<file path="config.mk">
export PLATFORM = sky130hd
export DESIGN_NAME = modulation_calc
export DESIGN_NICKNAME = d
export VERILOG_FILES = /design/src/rtl/opl3_pkg.sv /design/src/rtl/feedback_scale.sv /design/src/rtl/modulation_calc.sv
export SDC_FILE = /design/constraint.sdc
export NUM_CORES = 2
export LEC_CHECK = 0
export CELL_PAD_IN_SITES_DETAIL_PLACEMENT = 1
export CELL_PAD_IN_SITES_GLOBAL_PLACEMENT = 2
export CORE_ASPECT_RATIO = 1.75
export CORE_MARGIN = 5
export CORE_UTILIZATION = 50
export DETAILED_ROUTE_END_ITERATION = 12
export GPL_TIMING_DRIVEN = 1
export PLACE_DENSITY_LB_ADDON = 0.2
export SLEW_MARGIN = 20
export SYNTH_ARGS = -nofsm -noshare
export SYNTH_HDL_FRONTEND = slang
export SYNTH_SLANG_ARGS = --single-unit
</file>
<file path="constraint.sdc">
create_clock -name clk -period 11.9 [get_ports clk]
set_clock_uncertainty 0.15 [all_clocks]
set_input_delay 1.785 -clock clk [delete_from_list [all_inputs] [get_ports clk]]
set_output_delay 1.785 -clock clk [all_outputs]
set_load 0.005 [all_outputs]
</file>
<file path="src/rtl/opl3_pkg.sv">
`default_nettype none
// ============================================================================
//  Module      : opl3_pkg
//  Description : Shared sizing constants and enumerations for the OPL3
//                operator datapath (bank/operator geometry, output width,
//                modulation source selector, modulation_calc FSM states).
//  Revision    : 1.0  initial release
// ============================================================================
package opl3_pkg;

    localparam int NUM_BANKS              = 2;
    localparam int NUM_OPERATORS_PER_BANK = 18;
    localparam int OP_OUT_WIDTH           = 13;
    localparam int BANK_NUM_WIDTH         = $clog2(NUM_BANKS);
    localparam int OP_NUM_WIDTH           = $clog2(NUM_OPERATORS_PER_BANK);
    localparam int REG_FB_WIDTH           = 3;

    // Source of the phase-modulation term for the next operator slot.
    typedef enum logic [1:0] {
        MOD_SRC_NONE = 2'd0,  // additive: no modulation
        MOD_SRC_PREV = 2'd1,  // FM from previous operator of the channel
        MOD_SRC_FB   = 2'd2,  // self-feedback
        MOD_SRC_RSVD = 2'd3   // reserved, behaves like NONE
    } mod_src_t;

    // History clear sweep / steady state.
    typedef enum logic [0:0] {
        ST_CLEAR = 1'b0,
        ST_RUN   = 1'b1
    } calc_state_t;

endpackage : opl3_pkg
`default_nettype wire

</file>
<file path="src/rtl/feedback_scale.sv">
`default_nettype none
// ============================================================================
//  Module      : feedback_scale
//  Description : Combinational self-feedback scaler. Sums the two most recent
//                outputs of an operator (14-bit signed), arithmetically shifts
//                right by (9 - fb) and truncates to the operator width.
//                fb = 0 disables feedback (result 0).
//  Ports       : i_d1  - latest operator output (signed)
//                i_d2  - previous operator output (signed)
//                i_fb  - feedback level 0..7
//                o_mod - scaled feedback modulation (signed)
//  Revision    : 1.0  initial release
// ============================================================================
module feedback_scale
    import opl3_pkg::*;
(
    input  logic signed [OP_OUT_WIDTH-1:0] i_d1,
    input  logic signed [OP_OUT_WIDTH-1:0] i_d2,
    input  logic        [REG_FB_WIDTH-1:0] i_fb,
    output logic signed [OP_OUT_WIDTH-1:0] o_mod
);

    logic signed [OP_OUT_WIDTH:0] w_sum;
    logic signed [OP_OUT_WIDTH:0] w_shifted;
    logic        [3:0]            w_shamt;

    // One extra bit of headroom so the sum of two full-scale samples fits.
    assign w_sum     = {i_d1[OP_OUT_WIDTH-1], i_d1} + {i_d2[OP_OUT_WIDTH-1], i_d2};
    assign w_shamt   = 4'd9 - {1'b0, i_fb};
    // Shift is at least 2 for fb >= 1, so dropping the top bit cannot overflow.
    assign w_shifted = w_sum >>> w_shamt;
    assign o_mod     = (i_fb == '0) ? '0 : w_shifted[OP_OUT_WIDTH-1:0];

endmodule : feedback_scale
`default_nettype wire

</file>
<file path="src/rtl/modulation_calc.sv">
`default_nettype none
// ============================================================================
//  Module      : modulation_calc
//  Description : Operator back end. Keeps a two-deep output history per
//                (bank, operator) and produces the phase-modulation term for
//                the next operator slot: none, previous operator (FM) or
//                self-feedback. History is cleared by a sweep after reset.
//  Ports       : clk, rst_n          - clock, async active-low reset
//                wr_en_p6/wr_bank_p6/wr_op_p6/op_out_p6 - output write port
//                rd_en_p0/bank_num/op_num/mod_src_p0/prev_op_num/fb
//                                   - modulation request
//                modulation_p1      - modulation term, 1 cycle after request
//                ready              - clear sweep complete
//  Revision    : 1.0  initial release
// ============================================================================
module modulation_calc
    import opl3_pkg::*;
(
    input  logic                      clk,
    input  logic                      rst_n,
    input  logic                      wr_en_p6,
    input  logic [BANK_NUM_WIDTH-1:0] wr_bank_p6,
    input  logic [OP_NUM_WIDTH-1:0]   wr_op_p6,
    input  logic [OP_OUT_WIDTH-1:0]   op_out_p6,
    input  logic                      rd_en_p0,
    input  logic [BANK_NUM_WIDTH-1:0] bank_num,
    input  logic [OP_NUM_WIDTH-1:0]   op_num,
    input  logic [1:0]                mod_src_p0,
    input  logic [OP_NUM_WIDTH-1:0]   prev_op_num,
    input  logic [REG_FB_WIDTH-1:0]   fb,
    output logic [OP_OUT_WIDTH-1:0]   modulation_p1,
    output logic                      ready
);

    localparam logic [OP_NUM_WIDTH-1:0] c_num_ops = OP_NUM_WIDTH'(NUM_OPERATORS_PER_BANK);
    localparam logic [OP_NUM_WIDTH-1:0] c_last_op = OP_NUM_WIDTH'(NUM_OPERATORS_PER_BANK - 1);

    calc_state_t               r_state;
    logic [OP_NUM_WIDTH-1:0]   r_clr_idx;
    logic                      r_ready;
    logic [OP_OUT_WIDTH-1:0]   r_mod;

    logic signed [OP_OUT_WIDTH-1:0] r_d1 [NUM_BANKS][NUM_OPERATORS_PER_BANK];
    logic signed [OP_OUT_WIDTH-1:0] r_d2 [NUM_BANKS][NUM_OPERATORS_PER_BANK];

    logic                           w_wr_valid;
    logic [OP_NUM_WIDTH-1:0]        w_rd_op;
    logic                           w_rd_in_range;
    logic                           w_fwd;
    logic signed [OP_OUT_WIDTH-1:0] w_d1_rd;
    logic signed [OP_OUT_WIDTH-1:0] w_d2_rd;
    logic signed [OP_OUT_WIDTH-1:0] w_fb_mod;
    logic [OP_OUT_WIDTH-1:0]        w_mod_next;

    // ------------------------------------------------------------------
    // Clear sweep FSM. ready is registered from the state, so it rises
    // one edge after RUN is entered (19th edge after reset release).
    // ------------------------------------------------------------------
    always_ff @(posedge clk or negedge rst_n) begin
        if (!rst_n) begin
            r_state   <= ST_CLEAR;
            r_clr_idx <= '0;
            r_ready   <= 1'b0;
        end else begin
            r_ready <= (r_state == ST_RUN);
            case (r_state)
                ST_CLEAR: begin
                    if (r_clr_idx == c_last_op) begin
                        r_state   <= ST_RUN;
                        r_clr_idx <= '0;
                    end else begin
                        r_clr_idx <= r_clr_idx + 1'b1;
                    end
                end
                ST_RUN:  r_state <= ST_RUN;
                default: r_state <= ST_CLEAR;
            endcase
        end
    end

    // ------------------------------------------------------------------
    // History storage. No reset here: the sweep is what zeroes it.
    // ------------------------------------------------------------------
    assign w_wr_valid = (r_state == ST_RUN) && wr_en_p6 && (wr_op_p6 < c_num_ops);

    always_ff @(posedge clk) begin
        if (r_state == ST_CLEAR) begin
            for (int b = 0; b < NUM_BANKS; b++) begin
                r_d1[b][r_clr_idx] <= '0;
                r_d2[b][r_clr_idx] <= '0;
            end
        end else if (w_wr_valid) begin
            r_d2[wr_bank_p6][wr_op_p6] <= r_d1[wr_bank_p6][wr_op_p6];
            r_d1[wr_bank_p6][wr_op_p6] <= op_out_p6;
        end
    end

    // ------------------------------------------------------------------
    // Read path with write-first forwarding: a same-cycle write to the
    // entry being read is presented as if it had already committed.
    // ------------------------------------------------------------------
    assign w_rd_op       = (mod_src_p0 == MOD_SRC_PREV) ? prev_op_num : op_num;
    assign w_rd_in_range = (op_num < c_num_ops) && (w_rd_op < c_num_ops);
    assign w_fwd         = w_wr_valid && (wr_bank_p6 == bank_num) && (wr_op_p6 == w_rd_op);
    assign w_d1_rd       = w_fwd ? op_out_p6 : r_d1[bank_num][w_rd_op];
    assign w_d2_rd       = w_fwd ? r_d1[bank_num][w_rd_op] : r_d2[bank_num][w_rd_op];

    feedback_scale u_feedback_scale (
        .i_d1  (w_d1_rd),
        .i_d2  (w_d2_rd),
        .i_fb  (fb),
        .o_mod (w_fb_mod)
    );

    always_comb begin
        w_mod_next = '0;
        if ((r_state == ST_RUN) && w_rd_in_range) begin
            case (mod_src_t'(mod_src_p0))
                MOD_SRC_PREV: w_mod_next = w_d1_rd;
                MOD_SRC_FB:   w_mod_next = w_fb_mod;
                default:      w_mod_next = '0;
            endcase
        end
    end

    // Output holds between requests.
    always_ff @(posedge clk or negedge rst_n) begin
        if (!rst_n) begin
            r_mod <= '0;
        end else if (rd_en_p0) begin
            r_mod <= w_mod_next;
        end
    end

    assign modulation_p1 = r_mod;
    assign ready         = r_ready;

endmodule : modulation_calc
`default_nettype wire

</file>
Yosys cells after proc, flatten, opt, wreduce, memory -nomap -nowiden. Memories as Yosys holds them, arrays and structs flattened. Index checks and enable logic that the tools add are counted.

Register bits: 20. RAM bits: 936. Output and inout bits: 14. Logic and storage cells: 70. Memories kept: 2.

Memory list: r_d1 (depth 2, width 234, read ports 2, clocked after Yosys merged registers in 0, write ports 2, RTL line modulation_calc.sv:43) `logic signed [OP_OUT_WIDTH-1:0] r_d1 [NUM_BANKS][NUM_OPERATORS_PER_BANK];`; r_d2 (depth 2, width 234, read ports 1, clocked after Yosys merged registers in 0, write ports 2, RTL line modulation_calc.sv:44) `logic signed [OP_OUT_WIDTH-1:0] r_d2 [NUM_BANKS][NUM_OPERATORS_PER_BANK];`.

Add/sub/neg operators: 3. $lt $le $gt $ge: 8. Eq/ne operators: 5. Shift operators: 1. Muxes and demuxes: 32. Bitwise gates (word level): 4. Reductions and logical operators: 11.

Operators with widths (number): $mux W234 (6); $reduce_or A234 Y1 (2); $bmux W13 S5 (3); $mux W13 (12); $demux W13 S5 (2); $pmux W13 S2 (1); $ge A6 B6 Y1 const B (3); $not A5 Y6 (3); $lt A5 B5 Y1 const B (3); $add A13 B13 Y14 (1); $sshr A14 B4 Y13 (1); $lt A6 B1 Y1 const B (2); $mux W5 (2); $logic_and A1 B1 Y1 (8); $add A5 B1 Y5 const B (1); $eq A5 B5 Y1 (1); $eq A5 B5 Y1 const B (1); $mux W1 (5); $sub A4 B3 Y4 const A (1); $logic_not A3 Y1 (1); $eq A2 B1 Y1 const B (1); $eq A2 B2 Y1 const B (1); $pmux W1 S2 (1); $eq A1 B1 Y1 (1); $not A1 Y1 (1).

Longest topological paths before layout.
Word-level depth: 12. Depth in mapped cells: 26.

Cells and area by module. Synthesis repeated with hierarchy kept, for this count alone.

Cells, all modules: 3851. Area total of the unflattened synthesis: 49316.0 um^2.

Modules (own cells, without submodules): modulation_calc (instances 1, cells an instance 3604, area each 47618.2 um^2, sequential area each 28607.4 um^2); feedback_scale (instances 1, cells an instance 247, area each 1697.9 um^2, sequential area each 0.0 um^2).

Worst setup path before layout. No wires, ideal clock.

Path type: input port to flip-flop. Start: in mod_src_p0[1]. End: reg r_mod[7], in the netlist modulation_p1[7]. Library setup time: 0.126 ns. Arrival time: 6.432 ns. Data required time: 11.624 ns. Path slack: 5.192 ns. Stages on the path: 22. Cell sequence: inv_1 -> ha_1 -> buf_6 -> mux2i_1 -> clkbuf_1 -> nand3_1 -> nor2_1 -> clkbuf_1 -> clkbuf_1 -> a211oi_1 -> a21oi_1 -> ha_1 -> inv_1 -> fa_1 -> nand2b_1 -> a211oi_1 -> o21ai_1 -> a2111oi_0 -> a221oi_1 -> o31ai_1 -> a21oi_1 -> a221o_1.

Cells in the longest elaborated chain, start to end: 12.

Ends and longest elaborated chain: start, declared (RTL line modulation_calc.sv:28) `input logic [1:0] mod_src_p0,`; $eq A2 B1 Y1 (RTL line modulation_calc.sv:102, modulation_calc.sv:118); $mux W5 (RTL line modulation_calc.sv:102) `assign w_rd_op = (mod_src_p0 == MOD_SRC_PREV) ? prev_op_num : op_num;`; $not A5 Y6 (not written as such) (RTL line modulation_calc.sv:105, modulation_calc.sv:106); $bmux W13 S5, on equally long branches (RTL line modulation_calc.sv:105, modulation_calc.sv:106); $mux W13, on equally long branches (3 in a row) (RTL line modulation_calc.sv:105, modulation_calc.sv:106); $add A13 B13 Y14 (RTL line feedback_scale.sv:28) `assign w_sum = {i_d1[OP_OUT_WIDTH-1], i_d1} + {i_d2[OP_OUT_WIDTH-1], i_d2};`; $sshr A14 B4 Y13 (RTL line feedback_scale.sv:31) `assign w_shifted = w_sum >>> w_shamt;`; $mux W13 (RTL line feedback_scale.sv:32) `assign o_mod = (i_fb == '0) ? '0 : w_shifted[OP_OUT_WIDTH-1:0];`; $pmux W13 S2 (RTL line modulation_calc.sv:118) `case (mod_src_t'(mod_src_p0))`; $mux W13 (*) (RTL line modulation_calc.sv:117) `if ((r_state == ST_RUN) && w_rd_in_range) begin`; end signal, assigned (RTL line modulation_calc.sv:131) `r_mod <= w_mod_next;`; end, declared (RTL line modulation_calc.sv:41) `logic [OP_OUT_WIDTH-1:0] r_mod;`.

Every way passes the cells marked *; elsewhere a longest branch is shown, timed or not. The select of a mux whose other input is x is not followed. A chain may end at the register's enable or synchronous reset.

Worst setup path after layout.
Start: in mod_src_p0[1]. End: reg r_mod[8], in the netlist modulation_p1[8].

Same word-level chain as after synthesis.

==> flow_summary.json <==
{
  "status": "complete, no violations",
  "synth.distinct_cells": 82,
  "hold_buffers": 0,
  "dieArea_um2": 103000,
  "dr.pass1.iters": 8,
  "final_common_cell": "edfxtp_1",
  "internal_power_mw": 5.598,
  "crit_path_max_fanout": 65,
  "start_util_pct": 50.39,
  "min_period_ns": 8.736,
  "cts_tree": "done",
  "critPathKind": "input pin to register",
  "hpwl_mm": 120.8,
  "numPlacedInstances": 4656,
  "p_clk_share_pct": 41.9,
  "relSlewSlack_pct": 17.61,
  "route.detailed.drc": 0,
  "holdCritPathClass": "register to register",
  "avgSynthCellArea_um2": 13.45,
  "cts_buffers": 92,
  "combPwrFrac_pct": 9.1,
  "reg2regPathDepth": 18,
  "cts.clk_slew.worst_paths_ns": 0.07,
  "synth_area_um2": 48230,
  "io_buffer_count": 52,
  "cpPeakStageDelay_ns": 0.96,
  "gp_congestion": 0.9623,
  "synth_ff_type": "edfxtp_1",
  "post_cts_resized": 0,
  "final_nets": 3596,
  "cpMaxStageDelayCell": "nor3_1",
  "rsz0062_at_grt": "no",
  "syn_nets": 3648,
  "power.switching_mw": 1.852,
  "slew_violations": 0,
  "via_count": 33760,
  "drive_gt1_share_pct": 18.77,
  "p_leak_nw": 18.52,
  "ys_seq_area_share_pct": 59.32,
  "cp-end-kind": "register",
  "seqPwrFrac_pct": 49.0,
  "ys_seq_elements": 956,
  "syn_inst": 3587,
  "clock_latency_ns": 0.71,
  "overflow": 0,
  "synth_edf_count": 936,
  "hold_start": "r_state$_DFF_PN0_",
  "die_h_um": 420.9,
  "final_cell_area_um2": 53350,
  "cp.arrival_ns": 9.17,
  "fillers": 9217,
  "ios": 53,
  "netSwitchingFraction_pct": 24.86,
  "cts.sinks": 956,
  "core_um2": 95720,
  "die_w_um": 244.8,
  "fmax_ghz": 0.1145,
  "setup_tns_ns": 0,
  "worst_slew_pin_slew_ns": 1.236,
  "grt_max_degree": 84,
  "p_per_area_nw_per_um2": 139.6,
  "cts_root_buffer": "clkbuf_16",
  "antenna_found_initial": 1,
  "cts.path.max_buffers": 3,
  "timing.rr.start": "r_state$_DFF_PN0_",
  "drt_wl_total_mm": 186.0,
  "yosysWarnings": 0,
  "fin_util_pct": 55.74,
  "post_cts.repair.setup_buffers": 0,
  "critPathLaunchType": "input pin",
  "htree_levels": 3,
  "critPathRequiredTime_ns": 12.34,
  "ant_nets": 0,
  "setup_violations": 0,
  "via_per_inst": 6.990,
  "cap_violations": 0,
  "grt_pass1_wl_mm": 262.2,
  "placed_area_um2": 50210,
  "holdPathStages": 0,
  "path_cells": "clkdlybuf4s50_1 > inv_1 > ha_1 > mux2_8 > buf_12 > mux4_2 > o22ai_1 > nor3_1 > a21oi_1 > a21oi_1 > ha_1 > inv_1 > fa_1 > nand2b_1 > a211oi_1 > o21ai_1 > a2111oi_0 > a221oi_1 > nor3b_1 > nor3_1 > a221o_1",
  "finalPower_mw": 7.451,
  "drt_iter0_drc": 3911,
  "fin_cells": 4830,
  "synth-async-reset-ratio_pct": 2.092,
  "num_rows": 150,
  "period_share_pct": 73.41,
  "crit_start": "mod_src_p0[1]",
  "first_global_vias": 35850,
  "ir_drop_v": 0.0001085,
  "timing.final.hold_violations": 0,
  "grtUsageTotal_pct": 35.81,
  "pre_cts_ws_ns": 2.605,
  "setup_slack_ns": 3.164,
  "avgRoutedWirePerCell_um": 38.50,
  "syn2layout_area_growth_pct": 10.63,
  "layout_common_cells": "936 x edfxtp_1, 568 x nor2_1, 325 x mux4_2",
  "fin_hold_ws_ns": 0.2291
}
sequential cells by signal, summed over array words and instances, names as in the netlist:
name / cells
ready: 1
r_clr_idx: 5
r_state: 1
r_d1: 468
r_d2: 468
modulation_p1: 13
path summary, 6_finish.rpt:
kind	endpoint	slack [ns]
setup / recovery	modulation_p1[8]$_DFFE_PN0P_	3.16
hold reg to reg	ready$_DFF_PN0_	0.23
min in group asynchronous	r_clr_idx[4]$_DFFE_PN0N_	1.30
setup reg to reg	modulation_p1[8]$_DFFE_PN0P_	5.88
hold / removal	ready$_DFF_PN0_	0.23
max in group asynchronous	modulation_p1[0]$_DFFE_PN0P_	10.00
power groups by stage:
stage	combinational [mW]	clock [mW]	sequential, mW
2_1_floorplan	0.392	0	3.73
5_1_grt	0.699	3.29	3.65
3_3_place_gp	0.654	0	3.73
4_1_cts	0.664	3.15	3.65
3_5_place_dp	0.661	0	3.73
6_report	0.675	3.12	3.65
critical path, delay by kind of cell:
family	cells	cell delay, ns
AOI/OAI and AO/OA	8	2.43
and+or+nand+nor	4	1.48
adders and majority gates	3	1.22
buffers and inverters	4	1.09
muxes	2	1.03
cell type report:
type                            instances  area, um2  area share (%)
Tap cell                             1216       1521           2.852
Clock inverter                         65      743.2           1.393
Inverter                               17      63.81          0.1196
Timing Repair Buffer                  202       1687           3.161
Antenna cell                            1      2.502        0.004690
Sequential cell                       956      28610           53.62
Multi-Input combinational cell       2266      18350           34.39
Clock buffer                          107       2380           4.460
metal layers:
| metal | share of wire [%] | global-route usage, % | vias to the layer above |
|---|---|---|---|
| met5 | 0.011 | 0 | - |
| met2 | 49 | 60.33 | 2016 |
| met3 | 7.4 | 4.872 | 630 |
| li1 | - | - | 13450 |
| met1 | 33 | 40.94 | 17670 |
| met4 | 10 | 28.91 | 2 |
cells by family after synthesis:
kind of cell	after synthesis	share of synthesized area, %
DFF	956	59.32
xor gates and xnor gates	15	0.2724
muxes	417	17.28
adders and majority gates	22	0.5863
and+or+nand+nor	1523	15.13
AOI/OAI and AO/OA	289	4.190
buffers and inverters	365	3.225
cells in the mapped netlist, types with 6 or more instances:
cell type	count	area (um2)
clkbuf_1	265	994.7
mux4_2	325	7320
nor3_1	27	135.1
o221ai_1	10	87.58
nand3_1	54	270.3
nor2b_1	13	81.33
inv_1	16	60.06
a21oi_1	57	285.3
ha_1	21	262.8
dfrtp_1	20	500.5
a21o_1	8	60.06
edfxtp_1	936	28110
a221o_1	7	70.07
o22ai_1	21	131.4
nand4_1	7	43.79
mux2i_1	76	760.7
a311oi_1	9	78.83
nor3_2	14	140.1
buf_1	11	41.29
and2_1	198	1239
and3_1	290	1814
nand2_1	311	1167
nand2b_1	9	56.30
a221oi_1	21	183.9
mux2_2	7	78.83
o21ai_1	7	35.03
o21ai_0	29	145.1
a22o_1	6	52.55
a211oi_1	13	97.59
buf_6	8	90.09
nor2_1	573	2151
buf_4	8	60.06
o211ai_1	7	52.55
xnor2_1	11	96.34
buf_2	54	270.3
a31oi_1	37	231.5
No activity file was read; power rests on OpenSTA's default activity.
